File: src/rtl/cond_mov_unit.sv
// Conditional-move execution unit: captures an opcode on start, evaluates its
// condition against the compare flag and registers the selected source.
module cond_mov_unit #(
  parameter int DATA_W = 32,
  parameter int IMM_W  = 16,
  parameter int OP_W   = 5
) (
  input  logic              clk,
  input  logic              reset,
  input  logic              start,
  input  logic [OP_W-1:0]   alu_control,
  input  logic [DATA_W-1:0] alu_in,
  input  logic [IMM_W-1:0]  imm_in,
  input  logic [1:0]        flag,
  output logic              busy,
  output logic              done,
  output logic [DATA_W-1:0] alu_result,
  output logic              wr_en,
  output logic              illegal
);

  typedef enum logic [1:0] {S_IDLE, S_EXEC, S_DONE} state_t;

  state_t                    state, state_nxt;
  logic [OP_W-1:0]           op_p0;
  logic signed [DATA_W-1:0]  reg_src_p0;
  logic signed [IMM_W-1:0]   imm_p0;
  logic [1:0]                flag_p0;
  logic [1:0]                dec_p0;
  logic signed [DATA_W-1:0]  sel_p0;
  logic signed [DATA_W-1:0]  result_p1;
  logic                      vld_p1;
  logic                      wr_p1;
  logic                      ill_p1;

  function automatic logic signed [DATA_W-1:0] sign_ext(input logic signed [IMM_W-1:0] v);
    return DATA_W'(v);
  endfunction

  // Returns {legal, taken}; opcode bits above bit 4 must all be zero.
  function automatic logic [1:0] decode(input logic [OP_W-1:0] op, input logic [1:0] f);
    logic       legal;
    logic       taken;
    logic [4:0] code;
    legal = ((op >> 5) == '0);
    taken = 1'b0;
    code  = op[4:0];
    case (code)
      5'b01110, 5'b01111: taken = 1'b1;
      5'b10000, 5'b10001: taken = (f == 2'b01);
      5'b10010, 5'b10011: taken = (f == 2'b10);
      5'b10100, 5'b10101: taken = (f == 2'b11);
      5'b10110, 5'b10111: taken = (f != 2'b01);
      5'b11000, 5'b11001: taken = (f == 2'b01) || (f == 2'b10);
      5'b11010, 5'b11011: taken = (f == 2'b01) || (f == 2'b11);
      default:            legal = 1'b0;
    endcase
    return {legal, legal & taken};
  endfunction

  always_ff @(posedge clk) begin
    if (reset) state <= S_IDLE;
    else       state <= state_nxt;
  end

  always_comb begin
    state_nxt = state;
    case (state)
      S_IDLE:  if (start) state_nxt = S_EXEC;
      S_EXEC:  state_nxt = S_DONE;
      S_DONE:  state_nxt = S_IDLE;
      default: state_nxt = S_IDLE;
    endcase
  end

  assign dec_p0 = decode(op_p0, flag_p0);
  assign sel_p0 = op_p0[0] ? sign_ext(imm_p0) : reg_src_p0;

  // Stage p0: operand capture on accepted start
  always_ff @(posedge clk) begin
    if (reset) begin
      op_p0      <= '0;
      reg_src_p0 <= '0;
      imm_p0     <= '0;
      flag_p0    <= '0;
    end else if (state == S_IDLE && start) begin
      op_p0      <= alu_control;
      reg_src_p0 <= alu_in;
      imm_p0     <= imm_in;
      flag_p0    <= flag;
    end
  end

  // Stage p1: evaluate and register result plus one-cycle qualifiers
  always_ff @(posedge clk) begin
    if (reset) begin
      result_p1 <= '0;
      vld_p1    <= 1'b0;
      wr_p1     <= 1'b0;
      ill_p1    <= 1'b0;
    end else begin
      vld_p1 <= (state == S_EXEC);
      wr_p1  <= (state == S_EXEC) && dec_p0[0];
      ill_p1 <= (state == S_EXEC) && !dec_p0[1];
      if (state == S_EXEC && dec_p0[0]) result_p1 <= sel_p0;
    end
  end

  assign busy       = (state != S_IDLE);
  assign done       = vld_p1;
  assign wr_en      = wr_p1;
  assign illegal    = ill_p1;
  assign alu_result = result_p1;

endmodule

File: config.mk
export PLATFORM = sky130hd
export DESIGN_NAME = cond_mov_unit
export DESIGN_NICKNAME = d
export VERILOG_FILES = /design/src/rtl/cond_mov_unit.sv
export SDC_FILE = /design/constraint.sdc
export NUM_CORES = 1
export LEC_CHECK = 0
export ABC_CLOCK_PERIOD_IN_PS = 3100
export BUFFER_PORTS_ARGS = -buffer_cell sky130_fd_sc_hd__buf_2
export CORE_MARGIN = 1
export CORE_UTILIZATION = 52
export DETAILED_ROUTE_END_ITERATION = 8
export MAX_ROUTING_LAYER = met4
export PLACE_DENSITY = 0.83
export SLEW_MARGIN = 40
export SYNTH_ARGS = -nofsm -noshare
export SYNTH_HDL_FRONTEND = slang
export SYNTH_SLANG_ARGS = --single-unit
File: constraint.sdc
create_clock -name clk -period 3.1 [get_ports clk]
set_clock_uncertainty 0.2 [all_clocks]
set_input_delay 0.31 -clock clk [delete_from_list [all_inputs] [get_ports clk]]
set_output_delay 0.31 -clock clk [all_outputs]
set_load 0.01 [all_outputs]
==> flow_metrics.tcl, run 1 <==
set metrics [dict create \
    post_cts_resized 0 \
    drive_gt1_share_pct 24.6 \
    grt_pass1_wl_mm 17.0 \
    fin_crit_sh_pct 80.4 \
    post-route-util_pct 66.5 \
    synth_nets 560 \
    grt_pass1_vias 3615 \
    min_path_type "in2reg" \
    tns_ns 0 \
    pre_cts_ws_ns 0.644 \
    layout_common_cells "115 x nand2_1, 93 x buf_2, 92 x dfxtp_1" \
    irDropWorstVdd_uv 286 \
    track_usage_pct 26.1 \
    cts_buffers 9 \
    antenna_found_initial 0 \
    cts_buffer_depth 2 \
    path_clk_slew_ns 0.09 \
    initial_core_util_pct 53.4 \
    syn2layout_area_growth_pct 24.7 \
    synth_cells 502 \
    crit_fanout 17 \
    yosysWarnings 0 \
    synth_top_area_cell "dfxtp_1" \
    viasPerCell 5.50 \
    antenna_cells 0 \
    die_y_um 90.8 \
    max_cap_violations 0 \
    critPathKind "reg2reg" \
    vias 3919 \
    crit_arrival_ns 2.54 \
    setup_slack_ns 0.609 \
    cts_max_level 3 \
    period_needed_ns 2.49 \
    dieArea_mm2 0.00825 \
    endpoint_kind "register" \
    drv_slew 0 \
    hold_viol 1 \
    setup_violations 0 \
    globalRouteOverflowTotal 0 \
    synthDistinctLibCells 30 \
    grt_start_max_net_pins 57 \
    rsz0062_at_grt "no" \
    crit_chain "mux2_1, a2bb2oi_2, o22ai_4, buf_4, a31o_1, a221oi_1" \
    drc 0 \
    max_stage_delay_ns 0.52 \
    die_w_um 90.8 \
    worst_pin_slew_ns 0.827 \
    avgSynthCellArea_um2 8.17 \
    synth_ff_type "dfxtp_1" \
    yosysSeqAreaShare_pct 44.9 \
    fmax_mhz 401 \
    row_count 32 \
    clock-sinks 92 \
    cts_tree "built" \
    crit_required_ns 3.15 \
    p_leak_nw 2.04 \
    portBuffers 93 \
    critPathTopFamily "compound AO/OA/AOI/OAI gates" \
    coreArea_mm2 0.00769 \
    final_common_cell "nand2_1" \
    powerDensity_mw_per_mm2 514 \
    synthTopCellsByArea "dfxtp_1 45%, nand2_1 11%, a21oi_1 7.0%" \
    rrSetupSlack_ns 0.61 \
    fillers 654 \
    wl_per_cell_um 14.3 \
    final-seq-area_mm2 0.00184 \
    drtIter0Drc 221 \
    cts_root_buf "clkbuf_8" \
    worstSetupStartpointType "register" \
    cts_setup_buffers 0 \
    worst_skew_pair.late_latency_ns 0.35 \
    relSlewSlack_pct 44.8 \
    synth_edf_count 0 \
    dr.pass1.iters 7 \
    synthArstFlopShare_pct 0 \
    finalWirelength_mm 10.2 \
    ant_nets 0 \
    critPathBufInv 1 \
    syn-cell-area_mm2 0.00410 \
    cp_slowest_cell "a31o_1" \
    nets 664 \
    synth_seq_cells 92 \
    whs_ns -0.00432 \
    multi_input_area_mm2 0.00208 \
    dp_hpwl_mm 6.33 \
    synth.top_cell.area_share_pct 44.9 \
    status "complete, but fails checks" \
    pin_count 94 \
    gp_congestion 0.825 \
    violations "hold timing" \
]
-- timing repair --
item,in CTS,in global routing
endpoints found under the hold margin,30,2
hold buffers,30,2
setup endpoints to repair,0,0
-- worst register-to-register path, cell delays in order (launching register included) --
cell and delay, ns:
dfxtp_1 0.43, mux2_1 0.36, a2bb2oi_2 0.22, o22ai_4 0.08, buf_4 0.21, a31o_1 0.52
a221oi_1 0.38
-- power breakdown --
part,switching (W),internal (W)
registers,0.0000699,0.00127
logic,0.000258,0.000241
clock network,0.000403,0.000386
-- sequential cells by signal, indices dropped and copies added (netlist names) --
register    cells
imm_p0         16
op_p0           5
flag_p0         2
done            1
state           2
wr_en           1
alu_result     32
illegal         1
reg_src_p0     32
-- routing by layer --
metal | global-route usage, % | routed length [um] | up-vias
li1 | - | - | 1932
met1 | 33.6 | 4420 | 1854
met2 | 42.9 | 5080 | 119
met3 | 3.45 | 560 | 14
met4 | 7.67 | 122 | 0
met5 | - | 0 | -
-- path summary, 6_finish.rpt --
kind | startpoint | to | cells past startpoint
min reg2reg | reg_src_p0[8]$_SDFFE_PP0P_ | reg_src_p0[8]$_SDFFE_PP0P_ | 2
min | alu_in[2] | reg_src_p0[2]$_SDFFE_PP0P_ | 3
max | flag_p0[0]$_SDFFE_PP0P_ | alu_result[17]$_SDFFE_PP0P_ | 6
max reg2reg | flag_p0[0]$_SDFFE_PP0P_ | alu_result[17]$_SDFFE_PP0P_ | 6
-- synth_stat cells (10+ instances only) --
master,number
nand2b_1,33
mux2_2,15
a31oi_1,30
a221oi_2,10
nor2_1,23
dfxtp_1,92
clkbuf_1,31
nand2_1,116
a21oi_1,57
and2_1,17
nand3_1,30
o21a_1,15
-- through the flow --
step | instance area (um2) | hold slack (ns) | instances | total power [W]
final | 5110 | -0.00432 | 712 | 0.00263
after global routing | 5110 | 0.000540 | 712 | 0.00276
after CTS | 5090 | 0.000362 | 710 | 0.00263
after detailed placement | 4600 | 0.247 | 665 | 0.00183
after global placement | 4600 | 0.239 | 665 | 0.00180
after floorplan | 4100 | 0.233 | 502 | 0.00167
-- cell type report --
cell class / instances / share of cell area, %
clock buffers: 10 / 2.69
clock inverters: 5 / 1.03
inverters: 2 / 0.147
multi-input cells: 365 / 40.7
flip-flops and latches: 92 / 36.0
well taps: 102 / 2.50
repair buffers: 136 / 17.0
-- cells by family (layout without fill, tap and decap cells) --
logic type	Yosys count	count (layout)	share of synthesized area, %
AND/OR/NAND/NOR	224	224	25.1
AO/OA/AOI/OAI	125	125	21.0
flip-flops	92	92	44.9
buffers and inverters	45	153	4.64
multiplexers	16	16	4.39
Note: power is estimated with default switching activity, not from simulation.
==> run 2: changes to the inputs <==
--- a/config.mk
+++ b/config.mk
@@ -5,7 +5,7 @@
 export SDC_FILE = /design/constraint.sdc
 export NUM_CORES = 1
 export LEC_CHECK = 0
-export ABC_CLOCK_PERIOD_IN_PS = 3100
+export ABC_CLOCK_PERIOD_IN_PS = 2550
 export BUFFER_PORTS_ARGS = -buffer_cell sky130_fd_sc_hd__buf_2
 export CORE_MARGIN = 1
 export CORE_UTILIZATION = 52
==> constraint.sdc (replaced) <==
create_clock -name clk -period 2.55 [get_ports clk]
set_clock_uncertainty 0.2 [all_clocks]
set_input_delay 0.255 -clock clk [delete_from_list [all_inputs] [get_ports clk]]
set_output_delay 0.255 -clock clk [all_outputs]
set_load 0.01 [all_outputs]
==> flow_metrics.tcl, run 2 (same netlist as run 1, synthesis figures left out) <==
set metrics [dict create \
    r2r_cells 5 \
    drive_gt1_share_pct 24.2 \
    crit_arrival_ns 2.39 \
    cts_max_level 3 \
    cts_root_buf "clkbuf_8" \
    syn2layout_area_growth_pct 31.5 \
    pin_count 94 \
    instances_no_fill 739 \
    crit_required_ns 2.61 \
    globalRouteOverflowTotal 0 \
    die_w_um 90.8 \
    path_clk_slew_ns 0.09 \
    worstSetupStartpointType "register" \
    coreArea_mm2 0.00769 \
    hold_path_depth 2 \
    fillers 626 \
    setup_violations 0 \
    ant_nets 0 \
    final_common_cell "nand2_1" \
    min_from "reset" \
    row_count 32 \
    nets 690 \
    critPathKind "reg2reg" \
    clock-sinks 92 \
    initial_core_util_pct 53.4 \
    period_needed_ns 2.33 \
    gp_congestion 0.781 \
    p_leak_nw 2.15 \
    status "completed" \
    antenna_found_initial 0 \
    dp.cells 668 \
    dr.pass1.iters 7 \
    grt_pass1_wl_mm 18.0 \
    tns_ns 0 \
    max_cap_violations 0 \
    drtIter0Drc 274 \
    r2r_end "alu_result[19]$_SDFFE_PP0P_" \
    powerDensity_mw_per_mm2 611 \
    cts_buffer_depth 2 \
    irDropWorstVdd_uv 518 \
    drv_slew 0 \
    relSlewSlack_pct 46.4 \
    whs_ns 0.159 \
    pre_cts_ws_ns 0.268 \
    hold_viol 0 \
    dieArea_mm2 0.00825 \
    vias 4133 \
    final_cell_area_mm2 0.00540 \
    place_area_mm2 0.00463 \
    drc 0 \
    portBuffers 93 \
    worst_skew_pair.late_latency_ns 0.36 \
    crit_fanout 17 \
    grt_pass1_vias 3896 \
    endpoint_kind "register" \
    worstHoldEndpoint "reg_src_p0[21]$_SDFFE_PP0P_" \
    fin_crit_sh_pct 91.3 \
    fmax_mhz 430 \
    antenna_cells 0 \
    track_usage_pct 28.0 \
    cts_buffers 9 \
    dp_hpwl_mm 6.67 \
    viasPerCell 5.59 \
    worst_pin_slew_ns 0.805 \
    die_y_um 90.8 \
    rrSetupSlack_ns 0.22 \
    cts_setup_buffers 0 \
    finalWirelength_mm 11.0 \
    wl_per_cell_um 14.9 \
    layout_common_cells "115 x nand2_1, 93 x buf_2, 92 x dfxtp_1" \
    worstReg2RegStart "flag_p0[0]$_SDFFE_PP0P_" \
    grt_start_max_net_pins 48 \
    setup_slack_ns 0.223 \
    rsz0062_at_grt "no" \
    cts_tree "built" \
    min_path_type "in2reg" \
]
-- run 2: how the worst max path moves through the flow --
stage	startpoint	endpoint	slack, ns
after global routing	flag_p0[0]$_SDFFE_PP0P_	alu_result[30]$_SDFFE_PP0P_	0.12
final	flag_p0[0]$_SDFFE_PP0P_	alu_result[19]$_SDFFE_PP0P_	0.22
after CTS	flag_p0[0]$_SDFFE_PP0P_	alu_result[19]$_SDFFE_PP0P_	0.23
after global placement	flag_p0[0]$_SDFFE_PP0P_	alu_result[30]$_SDFFE_PP0P_	0.38
after floorplan	flag_p0[0]$_SDFFE_PP0P_	alu_result[20]$_SDFFE_PP0P_	0.52
after detailed placement	flag_p0[0]$_SDFFE_PP0P_	alu_result[19]$_SDFFE_PP0P_	0.27
-- run 2: layout make-up --
cell class	count	area [um2]	area share [%]
Inverter	2	7.51	0.139
Sequential cell	92	1840	34.1
Multi-Input combinational cell	365	2070	38.5
Timing Repair Buffer	162	1130	21.0
Tap cell	102	128	2.37
Clock inverter	5	58.8	1.09
Clock buffer	11	151	2.81
-- run 2: repair_timing --
item	4_1_cts	5_1_grt
hold endpoints to repair	55	0
gates resized for setup	0	0
hold buffers	55	0
-- run 2: where the power goes --
group / leakage (nW) / total (W) / switching (W) / internal (W)
Clock: 0.102 / 0.00102 / 0.000507 / 0.000508
Combinational: 1.30 / 0.000653 / 0.000329 / 0.000325
Sequential: 0.755 / 0.00163 / 0.0000863 / 0.00154
Total: 2.15 / 0.00330 / 0.000922 / 0.00238
-- run 2: stage by stage --
stage,power [W],utilization [%]
after floorplan,0.00203,-
after global placement,0.00220,60.3
after detailed placement,0.00223,60.3
after CTS,0.00331,70.2
after global routing,0.00345,70.2
final,0.00330,70.2
-- run 2: critical path, stage by stage (launching register included) --
cell and delay, ns:
dfxtp_1 0.45, mux2_1 0.37, a2bb2oi_2 0.23, o22ai_4 0.09
a31o_1 0.50, a221oi_1 0.39
-- run 2: metal layers --
metal	up-vias	wire length [um]	share of wire, %	global-route usage, %
met5	-	0	0	-
met4	0	225	2.0	8.07
met3	25	703	6.4	6.57
met2	166	5550	50	47.5
met1	1960	4560	41	33.0
li1	1982	-	-	-
==> run 3: changes to the inputs <==
--- a/config.mk
+++ b/config.mk
@@ -5,13 +5,15 @@
 export SDC_FILE = /design/constraint.sdc
 export NUM_CORES = 1
 export LEC_CHECK = 0
+export ABC_AREA = 1
 export ABC_CLOCK_PERIOD_IN_PS = 2550
 export BUFFER_PORTS_ARGS = -buffer_cell sky130_fd_sc_hd__buf_2
+export CAP_MARGIN = 20
 export CORE_MARGIN = 1
 export CORE_UTILIZATION = 52
 export DETAILED_ROUTE_END_ITERATION = 8
 export MAX_ROUTING_LAYER = met4
-export PLACE_DENSITY = 0.83
+export PLACE_DENSITY = 0.84
 export SLEW_MARGIN = 40
 export SYNTH_ARGS = -nofsm -noshare
 export SYNTH_HDL_FRONTEND = slang
==> flow_metrics.tcl, run 3 <==
set metrics [dict create \
    status "complete, but fails checks" \
    violations "hold timing" \
    initial_core_util_pct 54.0 \
    finalWirelength_mm 9.71 \
    drv_slew 0 \
    p_int_w 0.00231 \
    fin_crit_sh_pct 78.5 \
    setup_violations 0 \
    crit_arrival_ns 2.09 \
    endpoint_kind "register" \
    netSwitchingFraction_pct 26.3 \
    seq_power_share_pct 50.7 \
    syn2layout_area_growth_pct 32.3 \
    dieArea_mm2 0.00743 \
    fmax_mhz 500 \
    drc 0 \
    critPathBufInv 1 \
    cts_buffers 9 \
    synth.top_cell.area_share_pct 49.9 \
    p_leak_nw 2.32 \
    cts_setup_buffers 0 \
    ant_nets 0 \
    min_path_type "in2reg" \
    yosysMostFrequentCell "nor2_1" \
    dp_hpwl_mm 5.63 \
    rsz0062_at_grt "no" \
    globalRouteOverflowTotal 0 \
    viasPerCell 5.08 \
    drive_gt1_share_pct 18.4 \
    comb_power_share_pct 15.2 \
    met3_usage_pct 4.57 \
    rrSetupSlack_ns 0.55 \
    nets 706 \
    drtIter0Drc 285 \
    final_common_cell "nor2_1" \
    grt_pass1_wl_mm 15.9 \
    syn-cell-area_mm2 0.00369 \
    die_w_um 86.2 \
    synth_cells 525 \
    synth_nets 583 \
    synth_seq_cells 92 \
    wl_per_cell_um 13.0 \
    place_area_mm2 0.00418 \
    tns_ns 0 \
    row_count 30 \
    cts_buffer_depth 2 \
    critPathTopFamily "simple AND/OR/NAND/NOR gates" \
    dr.pass1.iters 5 \
    avgSynthCellArea_um2 7.02 \
    worst_skew_pair.late_latency_ns 0.35 \
    cts_max_level 3 \
    crit_chain "inv_1, nor2_1, nand2_1, nand2_1, nand2_1, nand2_1, nand2_1, nand2_4, nand2_2, nand2_1, nand2_1, nor2_1" \
    worstSetupStartpointType "register" \
    cpMostUsedCell "nand2_1" \
    powerDensity_mw_per_mm2 643 \
    synth_top_area_cell "dfxtp_1" \
    synthTopCellsByArea "dfxtp_1 50%, nor2_1 15%, nand2_1 8.8%" \
    vias 3798 \
    met1_usage_pct 32.4 \
    clock-sinks 92 \
    track_usage_pct 28.1 \
    gr-max-usage-layer "met2" \
    irDropWorstVdd_uv 346 \
    relSlewSlack_pct 59.5 \
    final_cell_area_mm2 0.00488 \
    antenna_cells 0 \
    critPathKind "reg2reg" \
    period_needed_ns 2.00 \
    clockPowerShare_pct 34.1 \
    layout_common_cells "150 x nor2_1, 93 x buf_2, 92 x dfxtp_1" \
    gp_congestion 0.874 \
    portBuffers 93 \
    whs_ns -0.00565 \
    cp_slowest_cell "dfxtp_1" \
    p_sw_w 0.000825 \
    synth_ff_type "dfxtp_1" \
    die_y_um 86.2 \
    cts_root_buf "clkbuf_8" \
    path_clk_slew_ns 0.08 \
    hold_viol 1 \
    yosysWarnings 0 \
    post-route-util_pct 71.4 \
    yosysSeqAreaShare_pct 49.9 \
    grt_start_max_net_pins 53 \
    worst_pin_slew_ns 0.607 \
    cts_tree "built" \
    synthArstFlopShare_pct 0 \
    gr-usage-met2_pct 48.3 \
    max_cap_violations 0 \
    max_stage_delay_ns 0.36 \
    pin_count 94 \
    antenna_found_initial 0 \
    synth_top_cells_by_count "150 x nor2_1, 92 x dfxtp_1, 86 x nand2_1, 58 x o21ai_0, 47 x a21oi_1" \
    synth_edf_count 0 \
    coreArea_mm2 0.00683 \
    crit_required_ns 2.64 \
    crit_fanout 23 \
    synthDistinctLibCells 19 \
    grt_pass1_vias 3567 \
]
## run 3: cell count changes after synthesis, sizes merged, moves of 5 or more
cell	delta
nand2	-28
inv	+22
a21oi	-10
a31oi	-30
o21ai	+57
and2	-17
mux2	-16
o21a	-15
nand2b	-33
clkbuf	-9
nor2	+128
nand3	-5
a221oi	-17
## run 3: routing by layer
metal / up-vias / wire length, um / share of wire [%]
li1: 1909 / - / -
met1: 1733 / 4070 / 42
met2: 135 / 4950 / 51
met3: 21 / 485 / 5.0
met4: 0 / 201 / 2.1
met5: - / 0 / 0
## run 3: power groups by stage
stage | Clock [W] | Combinational (W) | Sequential [W]
2_1_floorplan | 0 | 0.000285 | 0.00161
3_3_place_gp | 0 | 0.000398 | 0.00162
3_5_place_dp | 0 | 0.000410 | 0.00162
4_1_cts | 0.00108 | 0.000468 | 0.00159
5_1_grt | 0.00114 | 0.000536 | 0.00160
6_report | 0.00107 | 0.000476 | 0.00159
## run 3: cells by family after synthesis
group	after synthesis	synth area share (%)
AO/OA/AOI/OAI	105	14.3
AND/OR/NAND/NOR	265	28.2
buffers and inverters	60	6.79
flip-flops	92	49.9
multiplexers	3	0.814
## run 3: final timing paths
kind | start | endpoint | cells after the start
setup reg to reg | op_p0[4]$_SDFFE_PP0P_ | alu_result[4]$_SDFFE_PP0P_ | 12
setup / recovery | op_p0[4]$_SDFFE_PP0P_ | alu_result[4]$_SDFFE_PP0P_ | 12
hold reg to reg | imm_p0[0]$_SDFFE_PP0P_ | imm_p0[0]$_SDFFE_PP0P_ | 2
hold / removal | alu_in[17] | reg_src_p0[17]$_SDFFE_PP0P_ | 3
## run 3: layout make-up
| type | instances | area (um2) |
|---|---|---|
| clock buffers | 11 | 141 |
| clock inverters | 4 | 73.8 |
| fillers | 597 | 1950 |
| inverters | 25 | 93.8 |
| multi-input cells | 373 | 1600 |
| flip-flops and latches | 92 | 1840 |
| well taps | 96 | 120 |
| repair buffers | 147 | 1000 |
## run 3: per-stage QoR
stage                     instances  worst slack, ns  power, W  hold WS (ns)
after floorplan                 525             1.02   0.00190         0.127
after global placement          685            0.728   0.00201         0.241
after detailed placement        685            0.587   0.00203         0.259
after CTS                       748            0.575   0.00313       0.00110
after global routing            748            0.295   0.00328        0.0107
final                           748            0.548   0.00313      -0.00565
## run 3: tightest hold or removal path, delay by kind of cell
family | cells | cell delay (ns)
buffers and inverters | 1 | 0.07
AND/OR/NAND/NOR | 1 | 0.10
AO/OA/AOI/OAI | 1 | 0.08
## run 3: timing repair
item,4_1_cts,5_1_grt
hold endpoints to repair,52,0
resized for setup,0,0
hold buffers,48,0
